==> src/rtl/branch_resolve_unit_if.sv <==
// branch_resolve_unit_if
//   Bundles the resolve request, the predictor lookup and the redirect/flush
//   results exchanged between the pipeline control (master) and the
//   branch resolution unit (slave).
//
//   Signals:
//     valid_in, branch, jump, branch_sel : resolve request and condition select
//     a, b                               : compare operands (WIDTH)
//     pc_in, target_in                   : resolving PC and taken target (PC_WIDTH)
//     pred_taken_in                      : prediction carried down the pipe
//     pred_pc / pred_taken               : fetch-stage predictor lookup
//     redirect_valid, redirect_pc        : one-cycle PC load request
//     flush                              : clear IF/ID and ID/EX
interface branch_resolve_unit_if #(
  parameter int WIDTH    = 16,
  parameter int PC_WIDTH = 16
);
  logic                valid_in;
  logic                branch;
  logic                jump;
  logic [2:0]          branch_sel;
  logic [WIDTH-1:0]    a;
  logic [WIDTH-1:0]    b;
  logic [PC_WIDTH-1:0] pc_in;
  logic [PC_WIDTH-1:0] target_in;
  logic                pred_taken_in;
  logic [PC_WIDTH-1:0] pred_pc;
  logic                pred_taken;
  logic                redirect_valid;
  logic [PC_WIDTH-1:0] redirect_pc;
  logic                flush;

  modport master (
    output valid_in, branch, jump, branch_sel, a, b, pc_in, target_in,
           pred_taken_in, pred_pc,
    input  pred_taken, redirect_valid, redirect_pc, flush
  );

  modport slave (
    input  valid_in, branch, jump, branch_sel, a, b, pc_in, target_in,
           pred_taken_in, pred_pc,
    output pred_taken, redirect_valid, redirect_pc, flush
  );
endinterface

==> src/rtl/branch_resolve_unit.sv <==
// branch_resolve_unit
//   Resolves branches/jumps at the end of ID/EX. Compares a/b under the
//   selected condition, decides whether the fetch stream was wrong, and
//   produces a registered PC redirect plus a FLUSH_CYCLES-long flush that
//   squashes the younger instructions in IF/ID and ID/EX.
//
//   Optional feature macro: BRANCH_PREDICT_EN
//     defined   : 2^BHT_BITS x 2-bit saturating predictor table; only
//                 mispredictions redirect.
//     undefined : no table, prediction is always not-taken.
//
//   Ports:
//     clk  : clock, rising edge
//     rst  : asynchronous active-high reset
//     bus  : branch_resolve_unit_if.slave (request, lookup, redirect, flush)
//
//   state  | meaning
//   -------+-----------------------------------------------------------
//   IDLE   | accepting resolve requests
//   FLUSH  | redirect issued; younger instructions being squashed,
//          | incoming requests ignored, counter counts down to 1
module branch_resolve_unit #(
  parameter int WIDTH        = 16,
  parameter int PC_WIDTH     = 16,
  parameter int FLUSH_CYCLES = 2,
  parameter int BHT_BITS     = 4
) (
  input logic                  clk,
  input logic                  rst,
  branch_resolve_unit_if.slave bus
);

  typedef enum logic [0:0] {
    S_IDLE  = 1'b0,
    S_FLUSH = 1'b1
  } state_t;

  // Legal range is 1..15, so four bits always hold the load value.
  localparam logic [3:0] FLUSH_LOAD = 4'(FLUSH_CYCLES);

  state_t              state_q;
  state_t              state_d;
  logic [3:0]          cnt_q;
  logic [3:0]          cnt_d;

  logic [WIDTH-1:0]    op_a;
  logic [WIDTH-1:0]    op_b;
  logic                cond;
  logic                taken;
  logic                eff_pred;
  logic                accept;
  logic                mispredict;
  logic [PC_WIDTH-1:0] next_pc;

  logic                redirect_valid_q;
  logic [PC_WIDTH-1:0] redirect_pc_q;
  logic                flush_q;

  assign op_a = bus.a;
  assign op_b = bus.b;

  // Condition evaluation
  always_comb begin
    cond = 1'b0;
    case (bus.branch_sel)
      3'b000:  cond = ($signed(op_a) < $signed(op_b));
      3'b001:  cond = ($signed(op_a) > $signed(op_b));
      3'b010:  cond = (op_a == op_b);
      3'b011:  cond = (op_a != op_b);
      3'b100:  cond = (op_a < op_b);
      3'b101:  cond = (op_a > op_b);
      default: cond = 1'b0;
    endcase
  end

  // A jump is taken regardless of branch/branch_sel.
  assign taken  = bus.jump | (bus.branch & cond);
  assign accept = bus.valid_in & (state_q == S_IDLE);

  // Jumps always redirect (fetch never predicts them); branches redirect only
  // when the outcome disagrees with what fetch assumed.
  assign mispredict = accept &
                      (bus.jump | (bus.branch & (taken != eff_pred)));

  // Fall-through wraps modulo 2^PC_WIDTH.
  assign next_pc = taken ? bus.target_in : (bus.pc_in + PC_WIDTH'(1));

  // FSM next state
  always_comb begin
    state_d = state_q;
    cnt_d   = cnt_q;
    case (state_q)
      S_IDLE: begin
        if (mispredict) begin
          state_d = S_FLUSH;
          cnt_d   = FLUSH_LOAD;
        end
      end
      S_FLUSH: begin
        cnt_d = cnt_q - 4'd1;
        if (cnt_q == 4'd1) begin
          state_d = S_IDLE;
        end
      end
      default: begin
        state_d = S_IDLE;
        cnt_d   = 4'd0;
      end
    endcase
  end

  // FSM state register
  always_ff @(posedge clk or posedge rst) begin
    if (rst) begin
      state_q <= S_IDLE;
      cnt_q   <= 4'd0;
    end else begin
      state_q <= state_d;
      cnt_q   <= cnt_d;
    end
  end

  // Registered outputs. flush mirrors the next state so it is high exactly
  // while the FSM sits in FLUSH, without decoding state_q combinationally.
  always_ff @(posedge clk or posedge rst) begin
    if (rst) begin
      redirect_valid_q <= 1'b0;
      redirect_pc_q    <= '0;
      flush_q          <= 1'b0;
    end else begin
      redirect_valid_q <= mispredict;
      flush_q          <= (state_d == S_FLUSH);
      if (mispredict) begin
        redirect_pc_q <= next_pc;
      end
    end
  end

  assign bus.redirect_valid = redirect_valid_q;
  assign bus.redirect_pc    = redirect_pc_q;
  assign bus.flush          = flush_q;

`ifdef BRANCH_PREDICT_EN
  localparam int BHT_DEPTH = 1 << BHT_BITS;

  logic [1:0]          bht_q [BHT_DEPTH];
  logic [BHT_BITS-1:0] upd_idx;
  logic [BHT_BITS-1:0] look_idx;
  logic                bht_upd;

  assign upd_idx  = bus.pc_in[BHT_BITS-1:0];
  assign look_idx = bus.pred_pc[BHT_BITS-1:0];

  // Jumps never train the table; requests during FLUSH are not accepted and
  // therefore never train it either.
  assign bht_upd  = accept & bus.branch & ~bus.jump;

  always_ff @(posedge clk or posedge rst) begin
    if (rst) begin
      for (int i = 0; i < BHT_DEPTH; i++) begin
        bht_q[i] <= 2'b01;
      end
    end else if (bht_upd) begin
      if (cond) begin
        if (bht_q[upd_idx] != 2'b11) begin
          bht_q[upd_idx] <= bht_q[upd_idx] + 2'd1;
        end
      end else begin
        if (bht_q[upd_idx] != 2'b00) begin
          bht_q[upd_idx] <= bht_q[upd_idx] - 2'd1;
        end
      end
    end
  end

  // Lookup reads the registered table, so a same-cycle update is not visible.
  assign bus.pred_taken = bht_q[look_idx][1];
  assign eff_pred       = bus.pred_taken_in;
`else
  logic unused_pred;

  assign unused_pred    = ^{bus.pred_taken_in, bus.pred_pc, BHT_BITS[0]};
  assign bus.pred_taken = 1'b0;
  assign eff_pred       = 1'b0;
`endif

endmodule

==> src/flat_wrapper.sv <==
// flat-port wrapper written by rule: the top's interface ports become plain ports
module branch_resolve_unit_flat 
#(
  parameter int WIDTH        = 16,
  parameter int PC_WIDTH     = 16,
  parameter int FLUSH_CYCLES = 2,
  parameter int BHT_BITS     = 4
)
  (clk, rst, bus_valid_in, bus_branch, bus_jump, bus_branch_sel, bus_a, bus_b, bus_pc_in, bus_target_in, bus_pred_taken_in, bus_pred_pc, bus_pred_taken, bus_redirect_valid, bus_redirect_pc, bus_flush);
  branch_resolve_unit_if #(.WIDTH(WIDTH), .PC_WIDTH(PC_WIDTH)) bus_i ();
  input logic clk;
  input logic rst;
  input wire logic [$bits(bus_i.valid_in)-1:0] bus_valid_in;
  input wire logic [$bits(bus_i.branch)-1:0] bus_branch;
  input wire logic [$bits(bus_i.jump)-1:0] bus_jump;
  input wire logic [$bits(bus_i.branch_sel)-1:0] bus_branch_sel;
  input wire logic [$bits(bus_i.a)-1:0] bus_a;
  input wire logic [$bits(bus_i.b)-1:0] bus_b;
  input wire logic [$bits(bus_i.pc_in)-1:0] bus_pc_in;
  input wire logic [$bits(bus_i.target_in)-1:0] bus_target_in;
  input wire logic [$bits(bus_i.pred_taken_in)-1:0] bus_pred_taken_in;
  input wire logic [$bits(bus_i.pred_pc)-1:0] bus_pred_pc;
  output wire logic [$bits(bus_i.pred_taken)-1:0] bus_pred_taken;
  output wire logic [$bits(bus_i.redirect_valid)-1:0] bus_redirect_valid;
  output wire logic [$bits(bus_i.redirect_pc)-1:0] bus_redirect_pc;
  output wire logic [$bits(bus_i.flush)-1:0] bus_flush;
  assign bus_i.valid_in = bus_valid_in;
  assign bus_i.branch = bus_branch;
  assign bus_i.jump = bus_jump;
  assign bus_i.branch_sel = bus_branch_sel;
  assign bus_i.a = bus_a;
  assign bus_i.b = bus_b;
  assign bus_i.pc_in = bus_pc_in;
  assign bus_i.target_in = bus_target_in;
  assign bus_i.pred_taken_in = bus_pred_taken_in;
  assign bus_i.pred_pc = bus_pred_pc;
  assign bus_pred_taken = bus_i.pred_taken;
  assign bus_redirect_valid = bus_i.redirect_valid;
  assign bus_redirect_pc = bus_i.redirect_pc;
  assign bus_flush = bus_i.flush;
  branch_resolve_unit #(.WIDTH(WIDTH), .PC_WIDTH(PC_WIDTH), .FLUSH_CYCLES(FLUSH_CYCLES), .BHT_BITS(BHT_BITS)) u_core (.clk(clk), .rst(rst), .bus(bus_i));
endmodule
==> config.mk <==
export PLATFORM = sky130hd
export DESIGN_NAME = branch_resolve_unit_flat
export DESIGN_NICKNAME = d
export VERILOG_FILES = /design/src/rtl/branch_resolve_unit_if.sv /design/src/rtl/branch_resolve_unit.sv /design/src/flat_wrapper.sv
export SDC_FILE = /design/constraint.sdc
export NUM_CORES = 1
export LEC_CHECK = 0
export CAP_MARGIN = 10
export CORE_UTILIZATION = 31
export DETAILED_ROUTE_END_ITERATION = 10
export PLACE_DENSITY = 0.75
export RECOVER_POWER = 50
export SKIP_LAST_GASP = 1
export SYNTH_ARGS = -nofsm -noshare
export SYNTH_HDL_FRONTEND = slang
export SYNTH_SLANG_ARGS = --single-unit
export TNS_END_PERCENT = 50
==> constraint.sdc <==
create_clock -name clk -period 1.37 [get_ports clk]
set_clock_uncertainty 0.05 [all_clocks]
set_input_delay 0.411 -clock clk [delete_from_list [all_inputs] [get_ports clk]]
set_output_delay 0.411 -clock clk [all_outputs]
set_load 0.01 [all_outputs]
Yosys cells after proc, flatten, opt, wreduce, memory -nomap -nowiden
Cells that the tools add are included.
{"block": "classes", "n_reduce_logical": 1, "eq_ne": 9, "n_lt_le_gt_ge": 4, "n_bitwise": 7, "addsub": 2, "mux": 7}
{"op": "$gt 16x16->1", "count": 2}
{"op": "$lt 16x16->1", "count": 2}
{"op": "$add 16x1->16 const B", "count": 1}
{"op": "$eq 16x16->1", "count": 1}
{"op": "$mux 16", "count": 1}
{"op": "$ne 16x16->1", "count": 1}
{"op": "$pmux 4 s2", "count": 1}
{"op": "$eq 3x2->1 const B", "count": 2}
{"op": "$eq 3x3->1 const B", "count": 2}
{"op": "$pmux 1 s6", "count": 1}
{"op": "$and 1x1->1", "count": 4}
{"op": "$eq 4x1->1 const B", "count": 1}
{"op": "$mux 4", "count": 1}
{"op": "$sub 4x1->4 const B", "count": 1}
{"op": "$eq 3x1->1 const B", "count": 1}
{"op": "$logic_not 3->1", "count": 1}
{"op": "$mux 1", "count": 2}
{"op": "$ne 2x1->1 const B", "count": 1}
{"op": "$or 1x1->1", "count": 2}
{"op": "$pmux 1 s2", "count": 1}
{"op": "$not 1->1", "count": 1}
{"block": "word_totals", "output_inout_bits": 19, "reg_bits": 22}

Longest topological paths before layout
{"block": "logic_depth", "depth_word": 9, "depth_mapped": 10, "ltp_nobuf": 9}

Least setup slack after synthesis
Ideal clock, no wire load.
{"block": "synth_path", "path_type": "input to register", "from": "input port bus_b[11]", "to": "register u_core.redirect_pc_q[0] (netlist: u_core.bus.redirect_pc[0])", "setup_time_ns": 0.125, "slack_ns": -1.092, "stages": 9, "arrival_time_ns": 2.287, "cell_sequence": "inv_1 ha_1 nand4_1 a2111oi_0 and3b_2 o211ai_1 and3_4 buf_6 mux2_4"}
{"block": "synth_between", "elab_chain_cells": 7, "word_cells_on_any_way": 13, "classes_between": "order compare (4); eq/ne (2); mux (2); bitwise (5)"}
{"element": "from (decl)", "line_no": "flat_wrapper.sv:18", "text": "input wire logic [$bits(bus_i.b)-1:0] bus_b;"}
{"element": "$gt 16x16->1 (tied with other cells)", "line_no": "branch_resolve_unit.sv:71", "text": "3'b101: cond = (op_a > op_b);"}
{"element": "$pmux 1 s6 *", "line_no": "branch_resolve_unit.sv:65", "text": "case (bus.branch_sel)"}
{"element": "$and 1x1->1 *", "line_no": "branch_resolve_unit.sv:77", "text": "assign taken = bus.jump | (bus.branch & cond);"}
{"element": "$or 1x1->1 *", "line_no": "branch_resolve_unit.sv:77"}
{"element": "$and 1x1->1 *", "line_no": "branch_resolve_unit.sv:83", "text": "(bus.jump | (bus.branch & (taken != eff_pred)));"}
{"element": "$or 1x1->1 *", "line_no": "branch_resolve_unit.sv:83"}
{"element": "$and 1x1->1 *", "line_no": "branch_resolve_unit.sv:82", "text": "assign mispredict = accept &"}
{"element": "named net u_core.mispredict", "line_no": "branch_resolve_unit.sv:52", "text": "logic mispredict;"}
{"element": "to (signal assigned)", "line_no": "branch_resolve_unit.sv:134", "text": "redirect_pc_q <= next_pc;"}
{"element": "to (decl)", "line_no": "branch_resolve_unit.sv:56", "text": "logic [PC_WIDTH-1:0] redirect_pc_q;"}
Mark *: on every way through the listed nets, which the timed path passes. The rest lies on a longest branch.
A chain may end at the register's enable or synchronous reset.

Worst setup path after layout
{"block": "layout_path", "from": "input port bus_a[5]", "to": "register u_core.cnt_q[1]"}
{"block": "layout_between", "elab_chain_cells": 8, "word_cells_on_any_way": 13, "classes_between": "order compare (4); eq/ne (3); mux (1); bitwise (5)"}
{"element": "from (decl)", "line_no": "flat_wrapper.sv:17", "text": "input wire logic [$bits(bus_i.a)-1:0] bus_a;"}
{"element": "$gt 16x16->1 (tied with other cells)", "line_no": "branch_resolve_unit.sv:71"}
{"element": "$pmux 1 s6 *", "line_no": "branch_resolve_unit.sv:65"}
{"element": "$and 1x1->1 *", "line_no": "branch_resolve_unit.sv:77"}
{"element": "$or 1x1->1 *", "line_no": "branch_resolve_unit.sv:77"}
{"element": "$and 1x1->1 *", "line_no": "branch_resolve_unit.sv:83"}
{"element": "$or 1x1->1 *", "line_no": "branch_resolve_unit.sv:83"}
{"element": "$and 1x1->1 *", "line_no": "branch_resolve_unit.sv:82"}
{"element": "$ne 2x1->1 (no source line) *"}
{"element": "to (signal assigned)", "line_no": "branch_resolve_unit.sv:119", "text": "cnt_q <= cnt_d;"}
{"element": "to (decl)", "line_no": "branch_resolve_unit.sv:43", "text": "logic [3:0] cnt_q;"}
Every way passes the cells marked *; elsewhere a longest branch is shown, timed or not.

==> results.md <==
- The cell type with the highest occurrence count on the critical path is buf_4.
- The hold violation total from the final report is 0.
- The portion of synthesized cell area occupied by the leading cell type is 0.3729.
- Setup violations remaining at the end of the flow were counted as 40.
- The area of combinational cells with multiple inputs is 1104 µm².
- The first global-routing pass estimated 6272 µm of wire.
- The worst setup path is launched from an input port.
- The synthesized area per cell is 11.18 µm².
- Detailed placement ended at an HPWL of 2769 µm.
- The number of fill cells is 372.
- The height of the die is 71.01 µm.
- The final worst setup slack is -1093 ps.
- The data arrival time of the worst path is 2570 ps.
- The minimum setup slack among reg-to-reg paths is -480 ps.
- The number of storage elements in the synthesis netlist is 22.
- The cell type of the slowest stage on the worst timing path is nor4_4.
- The final critical-path share of the clock period is 1.798.
- The number of buffers on the longest clock path is 2.
- The library cell with the highest instance count after synthesis is dfrtp_1.
- The cell class contributing the biggest share of worst-path delay is simple AND/OR/NAND/NOR gates.
- In this run the static leakage power is 1.220 nW.
- Walking the worst path, the cells encountered are clkbuf_2 > ha_4 > nand4_1 > nor4_4 > buf_4 > nor3b_4 > buf_4 > nor3_2 > o211ai_1 > buf_4 > and3_4 > buf_6 > o31a_1.
- The number of warning messages in the yosys log is 0.
- The average wire per standard cell is 14.00 µm.
- By startpoint and endpoint, the worst setup path is classified as in2reg.
- The path class of the tightest hold or removal check is reg2reg.
- The synthesized netlist contains 36 unique library cells.
- The count of input and output buffers is 73.
- The net count of the finished layout is 343.
- The area of the mapped netlist is 1476 µm².
- The slew of the pin with the lowest slew margin is 678.2 ps.
- Clock-pin slew was measured on the worst setup and hold paths at 90 ps.
- STA puts the critical path data required time at 1480 ps.
- The predominant post-synthesis flop cell is dfrtp_1.
- The maximum number of pins on one net before global-route repair is 23.
- Across every metal layer, demand over resource in global routing totals 0.1582.
- The pre-antenna-repair detailed-routing pass consisted of 7 iterations.
- The total area of sequential cells is 550.5 µm².
- The detailed router finished its first iteration with 30 violations.
- The fraction of final layout cells sized beyond drive strength 1 is 0.5362.
- CTS saw 22 sinks.
- The areal power density over the cells is 1389 nW/µm².
- STA classifies the critical path endpoint as a flop.
- The number of rows created at floorplan is 24.
- The async set-reset flop share out of synthesis is 1.000.
- Relative to the synthesized area, the layout overhead comes to 84.49%.
- The worst-case IR drop observed on VDD is 0.6084 mV.
- The routed design could run at a clock period as short as 2463 ps.
- The relative slew slack is 0.5469.
- Clock tree synthesis inserted a total of 3 buffers.
- The clock tree root buffer cell is clkbuf_8.
- Summed over all instances, the cell type with the most area after synthesis is dfrtp_1.
- The run finished, with violations left.
- The initial core utilization is 0.3300.
- The area of the core is 4474 µm².
- The worst setup timing slack at the placement stage is -1783 ps.
- The checks that failed: DRC, setup timing.
- The maximum achievable frequency is 0.4061 GHz.
- The count of pins over their slew limit was 0.
- The initial antenna violation count is 0.
- Leaving out filler cells and counting taps, the final layout contains 287.
- Pin placement for this block handled 108 I/O pins.
- The die area is 5042 µm².
- After detailed routing, the total wire length is 4019 µm.
- Dividing the detail-routed via count by the number of cells gives 4.871.
- The via count of the first global-routing pass is 1406.
- Setup repair after global routing could not meet its margin everywhere.
- The total instance count after detailed placement is 267.
- The longest individual stage delay on the worst path is 320 ps.
- The congestion estimate from routability-driven global placement came to 0.7420.
- Max-cap violations in this run came to 0.
- Yosys attributes the largest share of cell area to dfrtp_1 37%, ha_1 15%, mux2_4 15%.
- The count of buffering cells on the critical path with inverters included is 5.
- For this run, design rule violations remaining after detail routing come to 6.
- Sorting the synthesized cells by how often they occur yields 22 x dfrtp_1, 19 x inv_1, 18 x ha_1.
- The maximum net fanout on the critical path is 5.
- The chip width is 71.01 µm.
- 0 antenna diodes ended up in the layout.
- Synthesis produced 132 cells.
- At the later pin of the worst-skew pair, clock insertion delay measures 260 ps.
- The CTS tree is yes.
- After global routing the overflow that remains totals 0.
- The H-tree depth reported by CTS is 1.
- Synthesis produced a netlist with a net count of 239.
- For this block, the via count after detailed routing is 1398.
- The residual antenna-violating net count after detailed routing is 0.
- Counting flops with a built-in enable in the synthesized netlist gives 0.
- For this run, the register share of the synthesized area comes to 0.3729.
==> where the power goes <==
group / internal [W] / switching (W)
Clock: 0.000390 / 0.000212
Combinational: 0.00129 / 0.000731
Sequential: 0.000970 / 0.000187
==> metal layers <==
layer,routed length (µm),part of all wire,global-route usage
met2,2147,0.53,0.2938
met4,15,0.0037,0.03333
met1,1714,0.43,0.1966
met3,141,0.035,0.01852
met5,0,0,0
==> path summary, 6_finish.rpt <==
path                                                             start                                      to  cells past startpoint
worst max-delay path                                          bus_a[5]             u_core.cnt_q[1]$_DFFE_PP0P_                     13
worst min-delay path            u_core.bus.redirect_pc[11]$_DFFE_PP0P_  u_core.bus.redirect_pc[11]$_DFFE_PP0P_                      1
worst max register to register                u_core.state_q$_DFF_PP0_   u_core.bus.redirect_pc[3]$_DFFE_PP0P_                      3
worst min register to register  u_core.bus.redirect_pc[11]$_DFFE_PP0P_  u_core.bus.redirect_pc[11]$_DFFE_PP0P_                      1
max in group asynchronous                                          rst  u_core.bus.redirect_pc[13]$_DFFE_PP0P_                      3
min in group asynchronous                                          rst             u_core.cnt_q[2]$_DFFE_PP0P_                      3
==> state kept, by name, summed over array words and instances (netlist names) <==
name                       flops
u_core.cnt_q                   4
u_core.bus.redirect_pc        16
u_core.bus.redirect_valid      1
u_core.state_q                 1
==> placed cells by master (no fill, tap or decap), types with 2 or more instances in the layout <==
cell type,Yosys,final
clkbuf_2,0,18
inv_4,0,3
a21oi_1,7,7
ha_1,18,3
clkbuf_8,0,3
mux2_4,15,16
clkdlybuf4s50_1,0,40
inv_2,0,12
nor2_1,4,3
ha_4,0,15
o211ai_1,3,3
buf_4,1,24
nand2_1,7,7
and3_4,1,4
buf_6,1,15
nand4_1,3,3
dfrtp_1,22,22
nand3b_1,2,2
inv_1,19,4
==> layout make-up <==
cell class                      count  share of cell area
Clock inverter                      1             0.01102
Timing Repair Buffer               99              0.3137
Tap cell                           52             0.02389
Clock buffer                        3             0.01516
Multi-Input combinational cell     91              0.4051
Inverter                           19             0.02894
Sequential cell                    22              0.2021
==> cell families after synthesis <==
logic type,share of synthesized area
AND/OR/NAND/NOR,0.1415
flip-flops,0.3729
buffers and inverters,0.07458
adder cells (fa/ha/maj),0.1525
AO/OA/AOI/OAI,0.07627
multiplexers,0.1678
XOR/XNOR,0.01187
other,0.002540
==> what timing repair did <==
action / CTS / global route
gates cloned: 3 / 0
hold buffers: 0 / 0
buffers inserted: 8 / 5
pin swaps: 28 / 25
gates resized for setup: 98 / 53
hold endpoints to repair: 0 / 0
endpoints found under the setup margin: 40 / 40
==> per-stage QoR <==
stage	utilization	total power [W]	instance area (µm²)	hold WS (ps)	TNS (ps)
final	0.6088	0.003785	2724	457.7	-26860
after global routing	0.6088	0.004016	2724	490.3	-30620
after CTS	0.6079	0.003732	2720	413.5	-29600
after detailed placement	0.5473	0.002998	2449	443.7	-37420
after global placement	0.5473	0.002961	2449	443.1	-36400
after floorplan	-	0.002083	1582	350.2	-21030
Power figures use the tool's default switching activity.
